[src/rtl/llr_psk_demapper_ser.sv]
`default_nettype none
// ============================================================================
// Module   : llr_psk_demapper_ser
// Brief    : BPSK/QPSK/8PSK max-log LLR demapper with a 2-stage compute
//            pipeline, a symbol FIFO and a serial (one LLR per transfer)
//            valid/ready output.
// Optional : define LLR_PSK_DEMAPPER_SAT_CNT_EN to enable the saturation
//            event counter on osat_cnt (otherwise osat_cnt is tied to 0).
// Revision : 1.0 - initial release
// ============================================================================
module llr_psk_demapper_ser #(
   parameter int pDAT_W      = 8,
   parameter int pLLR_W      = 4,
   parameter int pFIFO_DEPTH = 4
) (
   input  logic                     iclk,
   input  logic                     ireset,
   input  logic                     iclkena,
   input  logic                     ival,
   input  logic                     isop,
   input  logic [1:0]               iqam,
   input  logic signed [pDAT_W-1:0] idat_re,
   input  logic signed [pDAT_W-1:0] idat_im,
   output logic                     ordy,
   input  logic                     irdy,
   output logic                     oval,
   output logic                     osop,
   output logic                     olast,
   output logic signed [pLLR_W-1:0] oLLR,
   output logic [15:0]              osat_cnt
);

   // Full-precision arithmetic width, FIFO pointer/count widths, entry width
   localparam int W1 = pDAT_W + 1;
   localparam int PW = (pFIFO_DEPTH > 1) ? $clog2(pFIFO_DEPTH) : 1;
   localparam int CW = $clog2(pFIFO_DEPTH + 1);
   localparam int EW = 3*pLLR_W + 3;
   localparam logic signed [W1-1:0] LLR_MAX = W1'(2**(pLLR_W-1) - 1);
   localparam logic signed [W1-1:0] LLR_MIN = W1'(-(2**(pLLR_W-1)));

   // FIFO entry layout: {sop, qam[1:0], llr2, llr1, llr0}
   function automatic logic [pLLR_W-1:0] clip(input logic signed [W1-1:0] v);
      logic signed [W1-1:0] c;
      if (v > LLR_MAX)      c = LLR_MAX;
      else if (v < LLR_MIN) c = LLR_MIN;
      else                  c = v;
      return c[pLLR_W-1:0];
   endfunction

`ifdef LLR_PSK_DEMAPPER_SAT_CNT_EN
   function automatic logic [1:0] is_sat(input logic signed [W1-1:0] v);
      return ((v > LLR_MAX) || (v < LLR_MIN)) ? 2'd1 : 2'd0;
   endfunction
`endif

   function automatic logic [PW-1:0] ptr_inc(input logic [PW-1:0] p);
      return (p == PW'(pFIFO_DEPTH - 1)) ? '0 : p + PW'(1);
   endfunction

   function automatic logic [pLLR_W-1:0] sel_llr(input logic [EW-1:0] e, input logic [1:0] idx);
      case (idx)
         2'd0:    return e[pLLR_W-1:0];
         2'd1:    return e[2*pLLR_W-1:pLLR_W];
         default: return e[3*pLLR_W-1:2*pLLR_W];
      endcase
   endfunction

   // Stage 1: registered inputs plus magnitudes
   logic                 s1_val_q, s1_val_d;
   logic                 s1_sop_q, s1_sop_d;
   logic [1:0]           s1_qam_q, s1_qam_d;
   logic signed [W1-1:0] s1_re_q, s1_re_d;
   logic signed [W1-1:0] s1_im_q, s1_im_d;
   logic signed [W1-1:0] s1_abs_re_q, s1_abs_re_d;
   logic signed [W1-1:0] s1_abs_im_q, s1_abs_im_d;

   // Stage 2: saturated LLRs ready to be written into the FIFO
   logic                 s2_val_q, s2_val_d;
   logic                 s2_sop_q, s2_sop_d;
   logic [1:0]           s2_qam_q, s2_qam_d;
   logic [pLLR_W-1:0]    s2_llr0_q, s2_llr0_d;
   logic [pLLR_W-1:0]    s2_llr1_q, s2_llr1_d;
   logic [pLLR_W-1:0]    s2_llr2_q, s2_llr2_d;
   logic signed [W1-1:0] b0, b1, b2;

   // Symbol FIFO
   logic [EW-1:0]        fifo_mem_q [pFIFO_DEPTH];
   logic [EW-1:0]        fifo_wdata;
   logic [PW-1:0]        wr_ptr_q, wr_ptr_d;
   logic [PW-1:0]        rd_ptr_q, rd_ptr_d;
   logic [CW-1:0]        fifo_cnt_q, fifo_cnt_d;
   logic [CW-1:0]        cnt_after_pop;
   logic [CW:0]          occupancy;

   // Serial output stage (a registered view of the FIFO head)
   logic                 oval_q, oval_d;
   logic                 osop_q, osop_d;
   logic                 olast_q, olast_d;
   logic [pLLR_W-1:0]    ollr_q, ollr_d;
   logic [1:0]           bit_idx_q, bit_idx_d;
   logic [1:0]           idx_next;
   logic [EW-1:0]        head;
   logic                 transfer, pop;

`ifdef LLR_PSK_DEMAPPER_SAT_CNT_EN
   logic [1:0]           s2_nsat_q, s2_nsat_d;
   logic [15:0]          sat_cnt_q, sat_cnt_d;
   logic [16:0]          sat_sum;
`endif

   // Upstream ready counts every symbol already committed to a FIFO slot
   always_comb begin
      occupancy = {1'b0, fifo_cnt_q} + (CW+1)'(s1_val_q) + (CW+1)'(s2_val_q);
      ordy      = (occupancy < (CW+1)'(pFIFO_DEPTH));
   end

   // Next-state logic for pipeline, FIFO pointers and serialiser
   always_comb begin
      // stage 1: iqam = 0 symbols are accepted but never become valid
      s1_val_d    = ival & ordy & (iqam != 2'd0);
      s1_sop_d    = isop;
      s1_qam_d    = iqam;
      s1_re_d     = {idat_re[pDAT_W-1], idat_re};
      s1_im_d     = {idat_im[pDAT_W-1], idat_im};
      s1_abs_re_d = s1_re_d[W1-1] ? -s1_re_d : s1_re_d;
      s1_abs_im_d = s1_im_d[W1-1] ? -s1_im_d : s1_im_d;

      // stage 2: unused bit positions stay zero so they never saturate
      b0 = '0;
      b1 = '0;
      b2 = '0;
      case (s1_qam_q)
         2'd1: begin
            b0 = s1_re_q;
         end
         2'd2: begin
            b0 = s1_re_q;
            b1 = s1_im_q;
         end
         2'd3: begin
            b0 = s1_abs_re_q - s1_abs_im_q;
            b1 = s1_re_q;
            b2 = s1_im_q;
         end
         default: ;
      endcase
      s2_val_d  = s1_val_q;
      s2_sop_d  = s1_sop_q;
      s2_qam_d  = s1_qam_q;
      s2_llr0_d = clip(b0);
      s2_llr1_d = clip(b1);
      s2_llr2_d = clip(b2);
`ifdef LLR_PSK_DEMAPPER_SAT_CNT_EN
      s2_nsat_d = is_sat(b0) + is_sat(b1) + is_sat(b2);
      sat_sum   = {1'b0, sat_cnt_q} + 17'(s2_nsat_q);
      sat_cnt_d = sat_cnt_q;
      if (s2_val_q) sat_cnt_d = sat_sum[16] ? 16'hFFFF : sat_sum[15:0];
`endif

      // FIFO: write from stage 2, pop on transfer of an entry's last LLR
      fifo_wdata    = {s2_sop_q, s2_qam_q, s2_llr2_q, s2_llr1_q, s2_llr0_q};
      transfer      = oval_q & irdy;
      pop           = transfer & olast_q;
      wr_ptr_d      = s2_val_q ? ptr_inc(wr_ptr_q) : wr_ptr_q;
      rd_ptr_d      = pop ? ptr_inc(rd_ptr_q) : rd_ptr_q;
      cnt_after_pop = fifo_cnt_q - CW'(pop);
      fifo_cnt_d    = cnt_after_pop + CW'(s2_val_q);

      // serialiser: hold while stalled, else present the next LLR of the
      // head entry; only entries already stored are visible (no bypass)
      idx_next  = pop ? 2'd0 : (transfer ? bit_idx_q + 2'd1 : bit_idx_q);
      head      = fifo_mem_q[rd_ptr_d];
      oval_d    = oval_q;
      osop_d    = osop_q;
      olast_d   = olast_q;
      ollr_d    = ollr_q;
      bit_idx_d = bit_idx_q;
      if (!(oval_q && !irdy)) begin
         bit_idx_d = idx_next;
         if (cnt_after_pop != '0) begin
            oval_d  = 1'b1;
            ollr_d  = sel_llr(head, idx_next);
            osop_d  = head[EW-1] & (idx_next == 2'd0);
            olast_d = (idx_next == (head[EW-2:EW-3] - 2'd1));
         end else begin
            oval_d  = 1'b0;
            ollr_d  = '0;
            osop_d  = 1'b0;
            olast_d = 1'b0;
         end
      end
   end

   // State registers: reset wins over the clock enable
   always_ff @(posedge iclk) begin
      if (ireset) begin
         s1_val_q    <= 1'b0;
         s1_sop_q    <= 1'b0;
         s1_qam_q    <= '0;
         s1_re_q     <= '0;
         s1_im_q     <= '0;
         s1_abs_re_q <= '0;
         s1_abs_im_q <= '0;
         s2_val_q    <= 1'b0;
         s2_sop_q    <= 1'b0;
         s2_qam_q    <= '0;
         s2_llr0_q   <= '0;
         s2_llr1_q   <= '0;
         s2_llr2_q   <= '0;
         wr_ptr_q    <= '0;
         rd_ptr_q    <= '0;
         fifo_cnt_q  <= '0;
         oval_q      <= 1'b0;
         osop_q      <= 1'b0;
         olast_q     <= 1'b0;
         ollr_q      <= '0;
         bit_idx_q   <= '0;
`ifdef LLR_PSK_DEMAPPER_SAT_CNT_EN
         s2_nsat_q   <= '0;
         sat_cnt_q   <= '0;
`endif
      end else if (iclkena) begin
         s1_val_q    <= s1_val_d;
         s1_sop_q    <= s1_sop_d;
         s1_qam_q    <= s1_qam_d;
         s1_re_q     <= s1_re_d;
         s1_im_q     <= s1_im_d;
         s1_abs_re_q <= s1_abs_re_d;
         s1_abs_im_q <= s1_abs_im_d;
         s2_val_q    <= s2_val_d;
         s2_sop_q    <= s2_sop_d;
         s2_qam_q    <= s2_qam_d;
         s2_llr0_q   <= s2_llr0_d;
         s2_llr1_q   <= s2_llr1_d;
         s2_llr2_q   <= s2_llr2_d;
         wr_ptr_q    <= wr_ptr_d;
         rd_ptr_q    <= rd_ptr_d;
         fifo_cnt_q  <= fifo_cnt_d;
         oval_q      <= oval_d;
         osop_q      <= osop_d;
         olast_q     <= olast_d;
         ollr_q      <= ollr_d;
         bit_idx_q   <= bit_idx_d;
`ifdef LLR_PSK_DEMAPPER_SAT_CNT_EN
         s2_nsat_q   <= s2_nsat_d;
         sat_cnt_q   <= sat_cnt_d;
`endif
      end
   end

   // FIFO storage: data only, validity is tracked by the pointers
   always_ff @(posedge iclk) begin
      if (!ireset && iclkena && s2_val_q) begin
         fifo_mem_q[wr_ptr_q] <= fifo_wdata;
      end
   end

   assign oval  = oval_q;
   assign osop  = osop_q;
   assign olast = olast_q;
   assign oLLR  = ollr_q;
`ifdef LLR_PSK_DEMAPPER_SAT_CNT_EN
   assign osat_cnt = sat_cnt_q;
`else
   assign osat_cnt = 16'd0;
`endif

endmodule
`default_nettype wire

[config.mk]
export PLATFORM = sky130hd
export DESIGN_NAME = llr_psk_demapper_ser
export DESIGN_NICKNAME = d
export VERILOG_FILES = /design/src/rtl/llr_psk_demapper_ser.sv
export SDC_FILE = /design/constraint.sdc
export NUM_CORES = 1
export LEC_CHECK = 0
export BUFFER_PORTS_ARGS = -buffer_cell sky130_fd_sc_hd__clkbuf_2
export CORE_MARGIN = 2
export CORE_UTILIZATION = 50
export DETAILED_ROUTE_END_ITERATION = 8
export PLACE_DENSITY = 0.68
export REMOVE_ABC_BUFFERS = 1
export SLEW_MARGIN = 10
export SYNTH_ARGS = -nofsm -noshare
export SYNTH_HDL_FRONTEND = slang
export SYNTH_SLANG_ARGS = --single-unit
[constraint.sdc]
create_clock -name iclk -period 3.55 [get_ports iclk]
set_clock_uncertainty 0.05 [all_clocks]
set_input_delay 1.065 -clock iclk [delete_from_list [all_inputs] [get_ports iclk]]
set_output_delay 1.065 -clock iclk [all_outputs]
set_load 0.01 [all_outputs]
==> run metrics, run 1 <==
RSZ-0062 raised after global routing=no; reg-to-reg endpoint=s2_llr0_q[2]; Clock Latency Late Sink=0.42 ns; Area contributors post-synth=edfxtp_1 29%, dfxtp_1 22%, mux2i_1 5.7%; Cell Rows=40; WP data required=3.81 ns; routed len/inst=16.7 um; Post-CTS Repair Setup Buffers=0; GRT Resource Usage Total=20.7%; Final min period=2.84 ns; Hold Startpoint=oLLR[0]; Pre-antenna DRT Iters=4; Reg clk slew, reported paths=0.06 ns; Setup WS pre-CTS=0.460 ns; Placed Instances=727; via count=4,275; FFs w/ async S/R, synth=0%; # hold bufs at CTS=0; # diodes=0; Iter 0 DRT Violations=194; Primary FF master, synth=dfxtp_1; sequential fraction of the synthesis area=51.7%; LEAKAGE=2.80 nW; Commonest cells post-synth=72 x nor2_1, 68 x dfxtp_1, 60 x edfxtp_1; antenna violations before repair=0; FILL cells=1,014; clock sink count=128; DR vias/cell=5.63; Die Y-Extent=115 um; max_slew headroom=60.4%; fmax=0.352 GHz; die width=115 um; critical path arrival=3.10 ns; Final Cycle Share=80.1%; Final setup viols=0; TritonCTS Buffers=17; largest net degree at the start of global routing=44; Total Power=3.68 mW; FF-to-FF path depth=10; Setup crit end kind=flip-flop; clock buffer depth=2; Remaining Overflow, GRT=0; Final Hold Viols=0; vias in the first global route=4,121; number of synthesized register bits=128; HPWL Detailed=8780 um; Max VDD drop=0.000356 V; Root Driver=clkbuf_16; number of enable flip-flop cells after synthesis=60; Slew @ Worst Pin=0.593 ns; Initial Util=51.2%; ANT nets after route=0; global-route wire length before repair=20,800 um; Pins Over Slew Limit=0; Mapped Cells=562; type of origin of the critical path=flip-flop; status=complete, no violations; Setup CP Type=flip-flop to flip-flop; DIE AREA=13,100 um^2; Layout area overhead=14.3%; core outline area=12,000 um^2; reg-to-reg slack, setup=0.71 ns; synth warn=0; setup ws final=0.707 ns; Worst Path Max Fanout=5; io pins=48; post-synth top area cell=edfxtp_1; final wirelength=12,700 um; utilization after layout=58.5%; Max-Cap Viols=0; power density cells=526 nW/um^2; H-tree depth=4; number of remaining DRC errors=0; CTS tree=done; Reg2Reg Launch Point=s1_re_q[0]; Syn Area/Cell=10.9 um^2; layout cells sized above 1=15.4%; synthesized area=6120 um^2; Worst Hold Class=flip-flop to flip-flop; PostCTS Resize Cnt=0; Synth cell types=62; share of the synthesized area in the top cell type=29.4%; layout net count=647; Placer Congestion=0.894; Final Non-Filler Cells=759; Port Buffers=31; Hold Crit Depth=2; Hold Path End=oLLR[0]; most common cell in the netlist=nor2_1
## cells by family after synthesis
logic type	Yosys count	synth area share [%]
adder cells (fa/ha/maj)	24	5.03
AND/OR/NAND/NOR	162	12.6
flip-flops	128	51.7
other	1	0.0613
buffers and inverters	70	5.46
AO/OA/AOI/OAI	111	12.7
XOR/XNOR	18	2.58
multiplexers	48	9.95
## state kept, by name, summed over array words and instances (netlist names), 2 cells and up
register and flops:
oLLR 4, s1_abs_re_q 8, s1_im_q 8, s2_llr0_q 4, s2_qam_q 2, s1_qam_q 2, s2_llr1_q 4, bit_idx_q 2
s1_re_q 8, fifo_cnt_q 3, fifo_mem_q 60, rd_ptr_q 2, wr_ptr_q 2, s2_llr2_q 4, s1_abs_im_q 8
## worst max path at each step
stage                     startpoint      endpoint  slack [ns]
final                     s1_re_q[0]  s2_llr0_q[2]        0.71
after global routing      s1_re_q[0]  s2_llr0_q[2]        0.57
after CTS                   s2_val_q          ordy        0.73
after detailed placement        irdy         olast        0.46
after global placement          irdy         olast        0.47
after floorplan                 irdy         olast       -0.23
## layer usage
| layer | track usage (%) | vias to the layer above | wire length [um] |
|---|---|---|---|
| met3 | 5.40 | 19 | 493 |
| met5 | 0 | - | 0 |
| li1 | - | 2105 | - |
| met2 | 35.6 | 98 | 6390 |
| met1 | 24.6 | 2053 | 5540 |
| met4 | 8.46 | 0 | 239 |
## worst max-delay path, stage by stage (launching register included)
cell	delay, ns
dfxtp_1	0.35
inv_1	0.06
ha_1	0.22
fa_1	0.38
nand2b_1	0.22
a21oi_1	0.18
nor3_1	0.07
a2111oi_0	0.49
nand4bb_1	0.21
a2111o_1	0.44
o41ai_1	0.06
## per-stage QoR
stage / hold WS (ns) / TNS, ns / instance area, um^2
2_1_floorplan: 0.402 / -0.229 / 5950
3_3_place_gp: 0.382 / 0 / 6400
3_5_place_dp: 0.382 / 0 / 6400
4_1_cts: 0.390 / 0 / 7000
5_1_grt: 0.398 / 0 / 7000
6_report: 0.390 / 0 / 7000
## power breakdown
part           leakage [nW]  switching, mW  internal [mW]
Clock                 0.288          0.689           1.06
Sequential             1.12         0.0377           1.58
Combinational          1.39          0.187          0.132
Total                  2.80          0.913           2.77
## placed cells by master, fill, tap and decap left out, types with 4 or more instances in the layout
master,netlist,routed
nor2_1,72,72
dfxtp_1,68,68
edfxtp_1,60,60
mux2i_1,35,34
nand2_1,33,33
clkbuf_2,0,30
inv_1,27,27
a21oi_1,26,26
ha_1,23,23
a211oi_1,20,20
clkbuf_16,0,17
conb_1,1,16
buf_4,18,16
xor2_1,13,13
a22oi_1,10,10
o21ai_0,9,9
nor3_1,8,8
nor3b_1,7,7
o31ai_1,7,7
nand2b_1,7,7
inv_6,0,7
mux4_2,6,6
nor2b_1,6,6
o211ai_1,5,5
xnor2_1,5,5
or3_1,5,5
and2_1,4,4
mux2_2,4,4
nand4_1,4,4
o2111ai_1,4,4
## layout make-up
cell class                      instances  area [um^2]  share of cell area, %
Sequential cell                       128         3160                   45.2
Clock inverter                         15          171                   2.45
Inverter                               27          101                   1.45
Multi-Input combinational cell        379         2690                   38.4
Tap cell                              147          184                   2.63
Timing Repair Buffer                   46          270                   3.86
Clock buffer                           17          425                   6.08
(Power assumes the default switching activity.)
==> run 2: changes to the inputs <==
Settings changed: ABC_AREA from default to 1, PLACE_DENSITY 0.68 to 0.71.
Clock period 3.55 ns to 2.3 ns, I/O delays scaled along.
==> run 2 against run 1 <==
Net effect: non-clock buffer count is 8 higher; clock power is 44% higher; worst setup slack worse by 0.62 ns; combinational power is 120% higher; sequential cell count stayed put; area after synthesis is 2.6% higher; sequential share of layout area is 1.8 points lower; via count is 19% higher; critical endpoint is now ordy.
==> run metrics, run 2 <==
clock sink count=128 (unchanged); max FFs per register=60 (unchanged); Pre-antenna DRT Iters=5 (+1); critical path arrival=1.48 ns (-1.62 ns); reg-to-reg endpoint=s2_llr0_q[2]; XOR/XNOR share of the synthesized area=0.697% (-1.9 points); type of origin of the critical path=flip-flop; internal power=4.29 mW (+55%); Final setup viols=0 (unchanged); Final Hold Viols=0 (unchanged); sequential fraction of the synthesis area=50.4% (-1.3 points); Setup WS pre-CTS=-0.0991 ns (-0.559 ns); most common cell after layout, fill and taps aside=nand2_1; GRT Resource Usage Total=23.4% (+2.7 points); via count=5,070 (+19%); global-route wire length before repair=23,800 um (+14%); final hold slack=0.399 ns (+0.00949 ns); largest family of logic cells by synthesized area=simple AND/OR/NAND/NOR gates; Iter 0 DRT Violations=446 (+130%); Total Power=5.72 mW (+55%); Area contributors post-synth=edfxtp_1 29%, dfxtp_1 22%, nand2_1 11%; HPWL Detailed=10,100 um (+15%); TritonCTS Buffers=17 (unchanged); CTS tree=done; Reg2Reg Launch Point=s1_re_q[0]; Commonest cells post-synth=179 x nand2_1, 86 x inv_1, 68 x dfxtp_1; FFs w/ async S/R, synth=0% (unchanged); H-tree depth=4 (unchanged); Placer Congestion=0.873 (-2.3%); LEAKAGE=3.19 nW (+14%); Simple-Gate Fraction of Synth Area=19.9% (+7.3 points); Final Cycle Share=96.4%; Largest Register=fifo_mem_q; WP data required=1.56 ns (-2.25 ns); Primary FF master, synth=dfxtp_1; sequential share of power=44.2% (+0.3 points); Reg clk slew, reported paths=0.05 ns (about the same); Placed Instances=937 (+29%); die width=116 um (+1.2%); Layout area overhead=16.2%; status=complete, no violations; # hold bufs at CTS=0 (unchanged); number of enable flip-flop cells after synthesis=60 (unchanged); DP Area=6720 um^2 (+5.0%); layout cells sized above 1=13.6% (-1.8 points); Syn Area/Cell=8.45 um^2 (-22%); commonest non-fill, non-tap cells in the layout=178 x nand2_1, 86 x inv_1, 67 x dfxtp_1; core outline area=12,100 um^2 (+1.3%); FF-to-FF path depth=15 (+5); DIE AREA=13,500 um^2 (+2.5%); fmax=0.451 GHz; RSZ-0062 raised after global routing=no; synth warn=0 (unchanged); io pins=48 (unchanged); share of the synthesized area in the top cell type=28.7% (-0.73 points); power density cells=784 nW/um^2 (+49%); Setup CP Type=flip-flop to output pin; antenna violations before repair=0 (unchanged); clock buffer depth=2 (unchanged); vias in the first global route=4,936 (+20%); routed len/inst=15.0 um (-10%); compound-cell area share of the yosys netlist=14.4% (+1.8 points); Max VDD drop=0.000455 V (+28%); fin area=7290 um^2 (+4.2%); Die Y-Extent=116 um (+1.2%); setup ws final=0.0831 ns (-0.624 ns); # diodes=0 (unchanged); DR vias/cell=5.23 (-7.1%); Setup crit end kind=output pin; Synth cell types=50 (-19%); Remaining Overflow, GRT=0 (unchanged); Clock Latency Late Sink=0.41 ns (about the same); Hold Startpoint=s1_abs_im_q[8]; Pins Over Slew Limit=0 (unchanged); number of synthesized register bits=128 (unchanged); utilization after layout=60.2% (+1.7 points); CP endpoint=ordy; Comb pwr share=12.1% (+3.4 points); post-synth top area cell=edfxtp_1; crit path from=s2_val_q; Synth Area in Adders=4.90% (-0.13 points); switching share of total power=25.0% (+0.22 points); Final min period=2.22 ns; number of remaining DRC errors=0 (unchanged); Worst Hold Class=flip-flop to flip-flop; Clk pwr share=43.7% (-3.7 points); largest net degree at the start of global routing=51 (+16%); final wirelength=14,500 um (+15%); reg-to-reg slack, setup=0.19 ns (-0.52 ns); Mapped Cells=743 (+32%); Cell Rows=40 (unchanged); synthesized area=6280 um^2 (+2.6%); Max-Cap Viols=0 (unchanged); Root Driver=clkbuf_16; P_sw=1.43 mW (+57%); ANT nets after route=0 (unchanged); multiplexer area fraction after synthesis=0% (-10 points); Initial Util=51.8% (+0.66 points); Port Buffers=31 (unchanged); Worst Path Max Fanout=2 (-3); layout net count=836 (+29%); most common cell in the netlist=nand2_1; post-route setup TNS=0 ns (unchanged); Final Non-Filler Cells=969 (+28%)
## run 2: cell types whose count changed in the layout (fill, tap and decap cells not counted), sizes merged, moves of 8 or more
cell	before	now
xor2	13	5
nor2	72	57
a22oi	10	0
inv	36	89
mux2i	35	0
o21ai	10	67
nand3	4	32
a211oi	20	1
a21oi	27	53
mux4	9	0
clkinv	2	10
nand2	33	186
## run 2: worst min-delay path by stage
stage | endpoint | slack, ns | cells past startpoint
finish | s1_abs_im_q[8] | 0.40 | 2
global route | s1_abs_im_q[8] | 0.43 | 2
CTS | s1_abs_im_q[8] | 0.40 | 2
detailed placement | s1_abs_im_q[8] | 0.39 | 2
global placement | s1_abs_re_q[8] | 0.39 | 2
floorplan | s1_abs_re_q[8] | 0.38 | 2
## run 2: layer usage
layer  routed length [um]  up-vias  track usage (%)
li1                     -     2533                -
met5                    0        -                0
met2                 7150      171             39.1
met4                  444        0             12.8
met3                  769       37             4.97
met1                 6140     2329             28.2
## run 2: logic make-up after synthesis
| kind of cell | count (synthesis) |
|---|---|
| fa+ha+maj | 24 |
| compound gates | 156 |
| xor+xnor | 5 |
| buf+inv | 133 |
| flops | 128 |
| simple gates | 296 |
| other cells | 1 |
## run 2: critical path: stages (launching register included)
cell	delay [ns]
dfxtp_1	0.31
ha_1	0.30
a21oi_2	0.15
o21ai_2	0.08
inv_1	0.08
clkbuf_2	0.13
## run 2: layout make-up
type,count,area (um^2)
clock buffer,19,433
inverter,90,340
fill,1068,4820
multi-input combinational,497,2580
sequential,128,3160
timing repair buffer,54,440
clock inverter,13,121
tap,168,210
## run 2: timing repair
item | 4_1_cts | 5_1_grt
resized for setup | 1 | 6
endpoints found under the setup margin | 1 | 4
setup buffers | 0 | 0
pin swaps | 0 | 1
## run 2: power groups by stage
stage                     clock network [mW]  registers (mW)  logic (mW)
after floorplan                            0            2.56       0.430
after global placement                     0            2.57       0.658
after detailed placement                   0            2.57       0.676
after CTS                               2.53            2.53       0.686
after global routing                    2.64            2.53       0.784
final                                   2.50            2.53       0.692
==> run 3: changes to the inputs <==
Settings changed: CORE_UTILIZATION 50 to 35, CTS_BUF_LIST from default to sky130_fd_sc_hd__clkbuf_4, PLACE_DENSITY 0.71 to 0.53.
==> run 3 against run 2 <==
Net effect: design area down 1.5%; sequential power hardly changed; via count fell by 2.3%; die area rose by 41%; global-route usage shrank 6.5 points; sequential share of layout area increased by 0.69 points; first-iteration DRC count down 35%; maximum frequency shrank 2.6%; sequential cell count did not move; cell count grew 6.4%; clock power fell by 37%.
==> run metrics, run 3 (same netlist as run 2, synthesis figures left out) <==
CTS tree=done; clock sink count=128 (unchanged); power density cells=668 nW/um^2 (-15%); Setup crit end kind=output pin; LEAKAGE=3.11 nW (-2.6%); critical path arrival=1.54 ns (+0.06 ns); Root Driver=clkbuf_4; core outline area=17,400 um^2 (+44%); Largest Register=fifo_mem_q; Port Buffers=31 (unchanged); FILL cells=1,773 (+66%); Placed Instances=996 (+6.3%); die width=138 um (+19%); Final min period=2.28 ns (+0.0586 ns); P_sw=1.31 mW (-8.3%); final hold slack=0.312 ns (-0.0869 ns); HPWL Detailed=10,500 um (+4.1%); status=complete, no violations; Die Y-Extent=138 um (+19%); Final setup viols=0 (unchanged); DP Area=6830 um^2 (+1.7%); crit-path cells=ha_4 -> a21oi_2 -> o21ai_2 -> inv_2 -> buf_6; reg-to-reg slack, setup=0.23 ns (+0.04 ns); vias in the first global route=4,816 (-2.4%); Cell Rows=48 (+20%); H-tree depth=4 (unchanged); type of origin of the critical path=flip-flop; Clk pwr share=32.8% (-11 points); Iter 0 DRT Violations=288 (-35%); Slowest-stage cell, CP=dfxtp_2; Reg clk slew, reported paths=0.12 ns (+0.07 ns); sequential share of power=52.5% (+8.3 points); Register Area=3170 um^2 (about the same); Placer Congestion=0.851 (-2.5%); # hold bufs at CTS=0 (unchanged); GRT Resource Usage Total=16.9% (-6.5 points); Initial Util=36.0% (-16 points); Comb pwr share=14.7% (+2.6 points); number of remaining DRC errors=0 (unchanged); antenna violations before repair=0 (unchanged); Max VDD drop=0.000371 V (-18%); area of the multi-input gates=2600 um^2 (+0.58%); switching share of total power=27.4% (+2.3 points); largest net degree at the start of global routing=43 (-16%); # diodes=0 (unchanged); max FFs per register=60 (unchanged); global-route wire length before repair=24,500 um (+2.9%); slowest stage delay, CP=0.35 ns (+0.04 ns); setup ws final=0.0246 ns (-0.0586 ns); Clock Latency Late Sink=0.54 ns (+0.13 ns); layout net count=841 (+0.60%); layout cells sized above 1=15.0% (+1.4 points); clock buffer depth=2 (unchanged); ANT nets after route=0 (unchanged); Worst Path Max Fanout=2 (unchanged); Final Non-Filler Cells=1,031 (+6.4%); DR vias/cell=4.81 (-8.2%); Final Cycle Share=98.9% (+2.5 points); io pins=48 (unchanged); Pre-antenna DRT Iters=5 (unchanged); RSZ-0062 raised after global routing=yes; Max-Cap Viols=0 (unchanged); Remaining Overflow, GRT=0 (unchanged); most common cell after layout, fill and taps aside=nand2_1; Setup WS pre-CTS=-0.0468 ns (+0.0522 ns); fmax=0.439 GHz (-2.6%); via count=4,954 (-2.3%); internal power=3.48 mW (-19%); commonest non-fill, non-tap cells in the layout=178 x nand2_1, 84 x inv_1, 65 x dfxtp_1; routed len/inst=14.4 um (-3.6%); fin area=7180 um^2 (-1.5%); Worst Hold Class=input pin to flip-flop; Pins Over Slew Limit=0 (unchanged); Setup CP Type=flip-flop to output pin; final wirelength=14,900 um (+2.5%); TritonCTS Buffers=17 (unchanged); WP data required=1.56 ns (about the same); Layout area overhead=14.4%; Final Hold Viols=0 (unchanged); DIE AREA=19,000 um^2 (+41%); post-route setup TNS=0 ns (unchanged)
## run 3: cell types whose count changed in the layout (fill, tap and decap cells not counted), sizes merged
cell    previous run  this run
buf               23        29
bufinv             2         3
clkbuf            50        49
clkinv            10         9
## run 3: critical path: cells and delay by family (launching register included)
| family | cells | cell delay (ns) |
|---|---|---|
| adders and majority gates | 1 | 0.26 |
| AOI/OAI and AO/OA | 2 | 0.18 |
| DFF | 1 | 0.35 |
| buffers and inverters | 2 | 0.19 |
## run 3: per-layer routing
layer,wire length [um],track usage [%]
met2,7320,29.0
met4,155,4.82
met1,6890,21.3
met5,0,0
met3,501,3.87
## run 3: power by group through the flow
stage	registers (mW)	logic [mW]	clock network, mW
finish	2.52	0.705	1.57
global route	2.53	0.803	1.72
CTS	2.52	0.701	1.62
detailed placement	2.57	0.689	0
global placement	2.57	0.679	0
floorplan	2.56	0.430	0
## run 3: through the flow
stage | power [mW] | utilization [%]
floorplan | 2.99 | -
global placement | 3.25 | 39.2
detailed placement | 3.26 | 39.2
CTS | 4.84 | 41.1
global route | 5.06 | 41.3
finish | 4.80 | 41.3
## run 3: area by class of cell
| type | count | share of cell area (%) |
|---|---|---|
| multi-input combinational | 497 | 36.2 |
| timing repair buffer | 59 | 7.09 |
| clock buffer | 19 | 1.99 |
| clock inverter | 13 | 2.02 |
| tap | 225 | 3.92 |
| sequential | 128 | 44.1 |
| inverter | 90 | 4.74 |
## run 3: final timing paths
kind / endpoint / cells past startpoint / from
hold / removal: s1_sop_q / 3 / isop
setup / recovery: ordy / 5 / fifo_cnt_q[0]
hold reg to reg: s1_abs_im_q[8] / 2 / s1_abs_im_q[8]
setup reg to reg: s2_llr0_q[2] / 12 / s1_abs_im_q[5]
## run 3: what timing repair did
item                                    4_1_cts  5_1_grt
pin swaps                                     2        3
endpoints found under the setup margin        1        4
gates resized for setup                       7        8
buffers inserted                              2        1
hold endpoints to repair                      0        0
